### config.mk
export PLATFORM = sky130hd
export DESIGN_NAME = rob_retire_unit
export DESIGN_NICKNAME = d
export VERILOG_FILES = /design/src/rtl/rob_pkg.sv /design/src/rtl/rob_entry_array.sv /design/src/rtl/rob_retire_unit.sv
export SDC_FILE = /design/constraint.sdc
export NUM_CORES = 2
export LEC_CHECK = 0
export ABC_CLOCK_PERIOD_IN_PS = 42500
export CELL_PAD_IN_SITES_DETAIL_PLACEMENT = 1
export CELL_PAD_IN_SITES_GLOBAL_PLACEMENT = 1
export CORE_UTILIZATION = 49
export DETAILED_ROUTE_END_ITERATION = 6
export GPL_ROUTABILITY_DRIVEN = 0
export PLACE_DENSITY_LB_ADDON = 0.1
export REMOVE_ABC_BUFFERS = 1
export SLEW_MARGIN = 20
export SYNTH_ARGS = -nofsm -noshare
export SYNTH_HDL_FRONTEND = slang
export SYNTH_SLANG_ARGS = --single-unit
### constraint.sdc
create_clock -name clk_i -period 42.5 [get_ports clk_i]
set_input_delay 10.625 -clock clk_i [delete_from_list [all_inputs] [get_ports clk_i]]
set_output_delay 10.625 -clock clk_i [all_outputs]
set_load 0.03 [all_outputs]
### src/rtl/rob_pkg.sv
`default_nettype none
// ============================================================================
//  Module   : rob_pkg
//  Purpose  : Shared types and default sizes for the ROB retire unit slice.
//             rob_entry_t    - one reorder-buffer entry (default widths)
//             retire_state_e - retire FSM state (RUN / FLUSH)
//  Revision : 1.0  initial release
// ============================================================================
package rob_pkg;

    localparam int c_ROB_SIZE = 32;
    localparam int c_DATA_W   = 32;
    localparam int c_AREG_W   = 5;

    typedef struct packed {
        logic                valid;
        logic                done;
        logic                exc;
        logic [c_AREG_W-1:0] areg;
        logic [c_DATA_W-1:0] value;
    } rob_entry_t;

    typedef enum logic [0:0] {
        RUN   = 1'b0,
        FLUSH = 1'b1
    } retire_state_e;

endpackage : rob_pkg
`default_nettype wire

### src/rtl/rob_entry_array.sv
`default_nettype none
// ============================================================================
//  Module   : rob_entry_array
//  Purpose  : Reorder-buffer entry storage.  One alloc write port (tail),
//             one completion write port, one combinational head read port
//             and a clear-all of the valid/done/exc bits.
//  Ports    : clk_i, reset_i (async, active high)
//             alloc_en_i/alloc_tag_i/alloc_areg_i       - dispatch write
//             cmpl_en_i/cmpl_tag_i/cmpl_value_i/cmpl_exc_i - completion write
//             retire_en_i, head_i                       - retire clears head
//             clear_all_i                               - invalidate all
//             head_*_o                                  - entry[head_i] fields
//  Macro    : ROB_RETIRE_EXC_EN - store the per-entry exception bit
//  Revision : 1.0  initial release
// ============================================================================
module rob_entry_array
    import rob_pkg::*;
#(
    parameter int ROB_SIZE = c_ROB_SIZE,
    parameter int ADDR_W   = $clog2(ROB_SIZE),
    parameter int DATA_W   = c_DATA_W,
    parameter int AREG_W   = c_AREG_W
) (
    input  logic              clk_i,
    input  logic              reset_i,
    input  logic              alloc_en_i,
    input  logic [ADDR_W-1:0] alloc_tag_i,
    input  logic [AREG_W-1:0] alloc_areg_i,
    input  logic              cmpl_en_i,
    input  logic [ADDR_W-1:0] cmpl_tag_i,
    input  logic [DATA_W-1:0] cmpl_value_i,
    input  logic              cmpl_exc_i,
    input  logic              retire_en_i,
    input  logic [ADDR_W-1:0] head_i,
    input  logic              clear_all_i,
    output logic              head_valid_o,
    output logic              head_done_o,
    output logic              head_exc_o,
    output logic [AREG_W-1:0] head_areg_o,
    output logic [DATA_W-1:0] head_value_o
);

    logic [ROB_SIZE-1:0] r_valid;
    logic [ROB_SIZE-1:0] r_done;
    logic [AREG_W-1:0]   r_areg  [ROB_SIZE];
    logic [DATA_W-1:0]   r_value [ROB_SIZE];

    // Completion is dropped when dispatch re-allocates the same tag this cycle.
    logic w_cmpl_wr;
    assign w_cmpl_wr = cmpl_en_i && r_valid[cmpl_tag_i] &&
                       !(alloc_en_i && (alloc_tag_i == cmpl_tag_i));

    always_ff @(posedge clk_i or posedge reset_i) begin
        if (reset_i) begin
            r_valid <= '0;
            r_done  <= '0;
            for (int i = 0; i < ROB_SIZE; i++) begin
                r_areg[i]  <= '0;
                r_value[i] <= '0;
            end
        end else if (clear_all_i) begin
            r_valid <= '0;
            r_done  <= '0;
        end else begin
            if (retire_en_i) begin
                r_valid[head_i] <= 1'b0;
            end
            if (w_cmpl_wr) begin
                r_done[cmpl_tag_i]  <= 1'b1;
                r_value[cmpl_tag_i] <= cmpl_value_i;
            end
            if (alloc_en_i) begin
                r_valid[alloc_tag_i] <= 1'b1;
                r_done[alloc_tag_i]  <= 1'b0;
                r_areg[alloc_tag_i]  <= alloc_areg_i;
            end
        end
    end

`ifdef ROB_RETIRE_EXC_EN
    logic [ROB_SIZE-1:0] r_exc;

    always_ff @(posedge clk_i or posedge reset_i) begin
        if (reset_i) begin
            r_exc <= '0;
        end else if (clear_all_i) begin
            r_exc <= '0;
        end else begin
            if (w_cmpl_wr) begin
                r_exc[cmpl_tag_i] <= cmpl_exc_i;
            end
            if (alloc_en_i) begin
                r_exc[alloc_tag_i] <= 1'b0;
            end
        end
    end

    assign head_exc_o = r_exc[head_i];
`else
    logic w_unused_exc;
    assign w_unused_exc = cmpl_exc_i;
    assign head_exc_o   = 1'b0;
`endif

    assign head_valid_o = r_valid[head_i];
    assign head_done_o  = r_done[head_i];
    assign head_areg_o  = r_areg[head_i];
    assign head_value_o = r_value[head_i];

    // Dispatch must never overwrite a live entry (allocator stalls on full).
    a_alloc_free : assert property (@(posedge clk_i) disable iff (reset_i)
        alloc_en_i |-> !r_valid[alloc_tag_i]);

endmodule : rob_entry_array
`default_nettype wire

### src/rtl/rob_retire_unit.sv
`default_nettype none
// ============================================================================
//  Module   : rob_retire_unit
//  Purpose  : Consumer end of the reorder buffer.  Holds the entry array,
//             retires done entries in order from the head to the register
//             file over a valid/ready handshake and pulses update_head_o
//             back to the pointer allocator on every retire.
//  Ports    : clk_i, reset_i (async, active high)
//             alloc_*  - dispatch writes entry at allocator tail
//             cmpl_*   - completion/writeback bus
//             retire_* - valid/ready retire to architectural register file
//             update_head_o, head_o, empty_o, flush_o
//  Macro    : ROB_RETIRE_EXC_EN - an excepting head entry triggers a one-cycle
//             flush_o pulse and a FLUSH state that empties the ROB; without
//             it cmpl_exc_i is ignored and flush_o is tied 0.
//  Revision : 1.0  initial release
// ============================================================================
module rob_retire_unit
    import rob_pkg::*;
#(
    parameter int ROB_SIZE = c_ROB_SIZE,
    parameter int ADDR_W   = $clog2(ROB_SIZE),
    parameter int DATA_W   = c_DATA_W,
    parameter int AREG_W   = c_AREG_W
) (
    input  logic              clk_i,
    input  logic              reset_i,
    input  logic              alloc_valid_i,
    input  logic [ADDR_W-1:0] alloc_tag_i,
    input  logic [AREG_W-1:0] alloc_areg_i,
    input  logic              cmpl_valid_i,
    input  logic [ADDR_W-1:0] cmpl_tag_i,
    input  logic [DATA_W-1:0] cmpl_value_i,
    input  logic              cmpl_exc_i,
    input  logic              retire_ready_i,
    output logic              retire_valid_o,
    output logic [AREG_W-1:0] retire_areg_o,
    output logic [DATA_W-1:0] retire_value_o,
    output logic              update_head_o,
    output logic [ADDR_W-1:0] head_o,
    output logic              empty_o,
    output logic              flush_o
);

    retire_state_e     r_state;
    retire_state_e     w_state_next;
    logic [ADDR_W-1:0] r_head;

    logic              w_head_valid;
    logic              w_head_done;
    logic              w_head_exc;
    logic [AREG_W-1:0] w_head_areg;
    logic [DATA_W-1:0] w_head_value;

    logic w_retire_valid;
    logic w_fire;
    logic w_flush;
    logic w_clear_all;
    logic w_accept;

    rob_entry_array #(
        .ROB_SIZE (ROB_SIZE),
        .ADDR_W   (ADDR_W),
        .DATA_W   (DATA_W),
        .AREG_W   (AREG_W)
    ) u_entries (
        .clk_i        (clk_i),
        .reset_i      (reset_i),
        .alloc_en_i   (alloc_valid_i && w_accept),
        .alloc_tag_i  (alloc_tag_i),
        .alloc_areg_i (alloc_areg_i),
        .cmpl_en_i    (cmpl_valid_i && w_accept),
        .cmpl_tag_i   (cmpl_tag_i),
        .cmpl_value_i (cmpl_value_i),
        .cmpl_exc_i   (cmpl_exc_i),
        .retire_en_i  (w_fire),
        .head_i       (r_head),
        .clear_all_i  (w_clear_all),
        .head_valid_o (w_head_valid),
        .head_done_o  (w_head_done),
        .head_exc_o   (w_head_exc),
        .head_areg_o  (w_head_areg),
        .head_value_o (w_head_value)
    );

    // Next state and per-cycle controls.  The entry array is cleared both on
    // the edge that raises flush_o and on the FLUSH edge, so the ROB already
    // looks empty in the cycle after flush_o while dispatch stays blocked.
    always_comb begin
        w_state_next   = r_state;
        w_retire_valid = 1'b0;
        w_flush        = 1'b0;
        w_clear_all    = 1'b0;
        w_accept       = 1'b1;
        case (r_state)
            RUN: begin
`ifdef ROB_RETIRE_EXC_EN
                if (w_head_valid && w_head_done && w_head_exc) begin
                    w_flush      = 1'b1;
                    w_clear_all  = 1'b1;
                    w_accept     = 1'b0;
                    w_state_next = FLUSH;
                end else begin
                    w_retire_valid = w_head_valid && w_head_done && !w_head_exc;
                end
`else
                w_retire_valid = w_head_valid && w_head_done && !w_head_exc;
`endif
            end
            FLUSH: begin
                w_clear_all  = 1'b1;
                w_accept     = 1'b0;
                w_state_next = RUN;
            end
            default: begin
                w_state_next = RUN;
            end
        endcase
    end

    assign w_fire = w_retire_valid && retire_ready_i;

    always_ff @(posedge clk_i or posedge reset_i) begin
        if (reset_i) begin
            r_state <= RUN;
        end else begin
            r_state <= w_state_next;
        end
    end

    // Head wraps naturally because ROB_SIZE is a power of two.
    always_ff @(posedge clk_i or posedge reset_i) begin
        if (reset_i) begin
            r_head <= '0;
        end else if (w_clear_all) begin
            r_head <= '0;
        end else if (w_fire) begin
            r_head <= r_head + ADDR_W'(1);
        end
    end

    assign retire_valid_o = w_retire_valid;
    assign retire_areg_o  = w_head_areg;
    assign retire_value_o = w_head_value;
    assign update_head_o  = w_fire;
    assign head_o         = r_head;
    assign empty_o        = !w_head_valid;
    assign flush_o        = w_flush;

endmodule : rob_retire_unit
`default_nettype wire
==> impl_metrics.yaml <==
grt:
  grtUsageTotal: 0.296
  grt_pass1_vias: 37600
  overflow: 0
  antenna_found_initial: 5
  grt_pass1_wl_mm: 256
  grt_max_degree: 188
placement:
  io_buffer_count: 96
  dp_hpwl_mm: 93.7
  placed_cells: 4981
  place_area_um2: 59400
worst_setup_path:
  startpoint_type: "primary input"
  crit_path_end_kind: "output pin"
  crit_type: "primary input to output pin"
  cp.arrival_ns: 12.36
  cp.required_ns: 31.87
  worstPathMaxFanout: 6
final_layout:
  seq_area_um2: 31400
  drive_gt1_frac: 0.499
  fin_nets: 3668
  final_area_um2: 64100
  multi_input_area_um2: 24500
  area_growth_pct: 12.2
  fillers: 10300
  instances_no_fill: 5229
synth:
  synthMuxAreaShare: 0.366
  synth_compound_area_frac: 0.0301
  synthXorXnorAreaFrac: 0.00123
  synth-seq-cells: 1253
  ys.flop_type: "dfrtp_1"
  synthSimpleGateAreaFrac: 0.0246
  ys_seq_area_frac: 0.549
  synthTopCellsByArea: "dfrtp_1, mux2_2, mux4_2, mux2_4, a22oi_1"
  synth_area_um2: 57100
  synthArstFlopShare: 1.00
  synth_top_family_by_area: "multiplexers"
  synth_edf_count: 0
  synth.top_cell.area_share: 0.549
  syn_inst: 3641
  yosys.area_share.adder: 0.000876
  ys_types: 61
  yosysWarnings: 0
  syn_area_per_cell_um2: 15.7
  yosysTopAreaCell: "dfrtp_1"
sta:
  report.final.setup_viol: 0
  skew_ns: 0.0319
  fin_crit_sh: 0.541
  fin_crit_ns: 22.99
  grt_setup_unrepaired: "false"
  maxSlewHeadroom: 0.255
  fin_setup_tns_ns: 0
  slew_violations: 0
  worst_pin_slew_ns: 1.11
  hold_viol_final: 0
  max_freq_mhz: 43.5
  whs_ns: 0.492
clocking:
  cts_setup_buffers: 0
  clock_path_buffers: 3
  cts_made_buffers: 139
  cts-root-buf: "clkbuf_16"
  htreeDepth: 4
  clk_pin_slew_worst_paths_ns: 0.06
  clock_latency_ns: 0.76
  cts.sinks: 1253
  cts_hold_buf: 0
  cts_tree: "built"
  post_cts_resize_count: 0
route:
  post-route-drc-count: 0
  drt-total-wl_mm: 169
  antenna_left: 0
  first_iter_violations: 2265
  vias_per_cell: 6.39
  vias: 33400
  first_pass_iters: 5
  wl_per_cell_um: 32.3
power_and_ir_drop:
  power.leakage_nw: 29.4
  internal_power_w: 0.00251
  swShare: 0.284
  total_power_w: 0.00350
  switchingPower_w: 0.000996
  vdd_ir_drop_max_v: 0.0000522
  seqPwrFrac: 0.422
  powerDensity_nw_per_um2: 54.7
  p_comb_frac: 0.226
  clockPowerShare: 0.352
outcome:
  outcome: "finished clean"
flow_run:
  drv_cap: 0
die:
  rows: 124
  num_io_pins: 99
  fp.dieW_um: 343
  initial_core_util: 0.497
  die_h_um: 343
  die-area_um2: 118000
  core_region_area_um2: 115000
worst_hold_path:
  hold_path_class: "flop to flop"
## layout make-up
class                           count  area share
Sequential cell                  1253       0.489
Multi-Input combinational cell   2028       0.382
Clock buffer                      211      0.0666
Tap cell                         1512      0.0295
Timing Repair Buffer              175      0.0252
Clock inverter                     34     0.00662
Inverter                           14    0.000937
Antenna cell                        2   0.0000781
## Yosys cell counts (5+ instances only)
master and count:
dfrtp_1 1253, mux2_2 1122, mux4_2 304, clkbuf_1 181
buf_2 111, a22oi_1 109, nor2_1 82, mux2_4 58
nand2_1 50, mux2i_1 45, nand4_1 33, a22o_1 32
buf_1 32, nand4b_1 17, nand3_1 16, o21a_1 15
a21o_1 13, inv_1 13, buf_4 12, o221ai_1 11
o22ai_1 11, xnor2_1 8, buf_6 7, nand3b_1 7
o22a_1 6, or2_2 6, a21oi_1 5, nor3_1 5
nor3b_1 5, nor4_2 5
## state kept, by name, summed over array words and instances, names as in the netlist
| register | flops |
|---|---|
| u_entries.r_done | 32 |
| u_entries.r_areg | 160 |
| head_o | 5 |
| u_entries.r_value | 1024 |
| u_entries.r_valid | 32 |
## worst max-delay path: stages
cell and delay [ns]:
clkdlybuf4s50_1 0.60, nand3_1 0.14, inv_1 0.24, clkdlybuf4s50_1 0.75
## power groups by stage
stage | sequential, W | combinational [W] | clock (W)
3_3_place_gp | 0.00147 | 0.000775 | 0
6_report | 0.00148 | 0.000792 | 0.00123
2_1_floorplan | 0.00155 | 0.000638 | 0
3_5_place_dp | 0.00150 | 0.000796 | 0
5_1_grt | 0.00150 | 0.000846 | 0.00130
4_1_cts | 0.00148 | 0.000800 | 0.00126
## logic make-up after synthesis
kind of cell	after synthesis
multiplexers	1533
AND/OR/NAND/NOR	258
other	1
AO/OA/AOI/OAI	224
buffers and inverters	360
flip-flops	1253
adder cells (fa/ha/maj)	4
XOR/XNOR	8
## routing by layer
layer,share of wire,GRT usage,vias up
li1,-,-,13600
met1,0.43,0.410,18600
met2,0.49,0.478,956
met3,0.048,0.0449,334
met4,0.033,0.105,6
met5,0.00021,0,-
## per-stage QoR
stage	utilization	setup slack, ns
2_1_floorplan	-	-3.43
3_3_place_gp	0.516	19.56
3_5_place_dp	0.517	19.52
4_1_cts	0.558	19.51
5_1_grt	0.557	19.46
6_report	0.557	19.51
## cells in the final DEF, fill, tap and decap left out, types with 12 or more instances in the layout
| master | n |
|---|---|
| a21o_1 | 13 |
| a22o_1 | 32 |
| a22oi_1 | 109 |
| buf_2 | 15 |
| buf_4 | 67 |
| clkbuf_1 | 29 |
| clkbuf_16 | 147 |
| clkbuf_8 | 35 |
| clkdlybuf4s50_1 | 81 |
| clkinv_2 | 15 |
| dfrtp_1 | 1251 |
| inv_1 | 12 |
| mux2_2 | 1122 |
| mux2_4 | 58 |
| mux2i_1 | 45 |
| mux4_2 | 304 |
| nand2_1 | 50 |
| nand3_1 | 16 |
| nand4_1 | 33 |
| nand4b_1 | 17 |
| nor2_1 | 60 |
| nor2_4 | 25 |
| o21a_1 | 15 |
## worst paths after layout
| check | startpoint | end | slack, ns | cells past startpoint |
|---|---|---|---|---|
| min in group asynchronous | reset_i | u_entries.r_value[621] | 10.38 | 2 |
| max | retire_ready_i | update_head_o | 19.51 | 4 |
| max reg2reg | u_entries.r_valid[5] | u_entries.r_value[764] | 38.35 | 7 |
| max in group asynchronous | reset_i | u_entries.r_value[626] | 28.16 | 6 |
| min | u_entries.r_done[0] | u_entries.r_done[0] | 0.49 | 1 |
| min reg2reg | u_entries.r_done[0] | u_entries.r_done[0] | 0.49 | 1 |
Power figures use the tool's default switching activity.
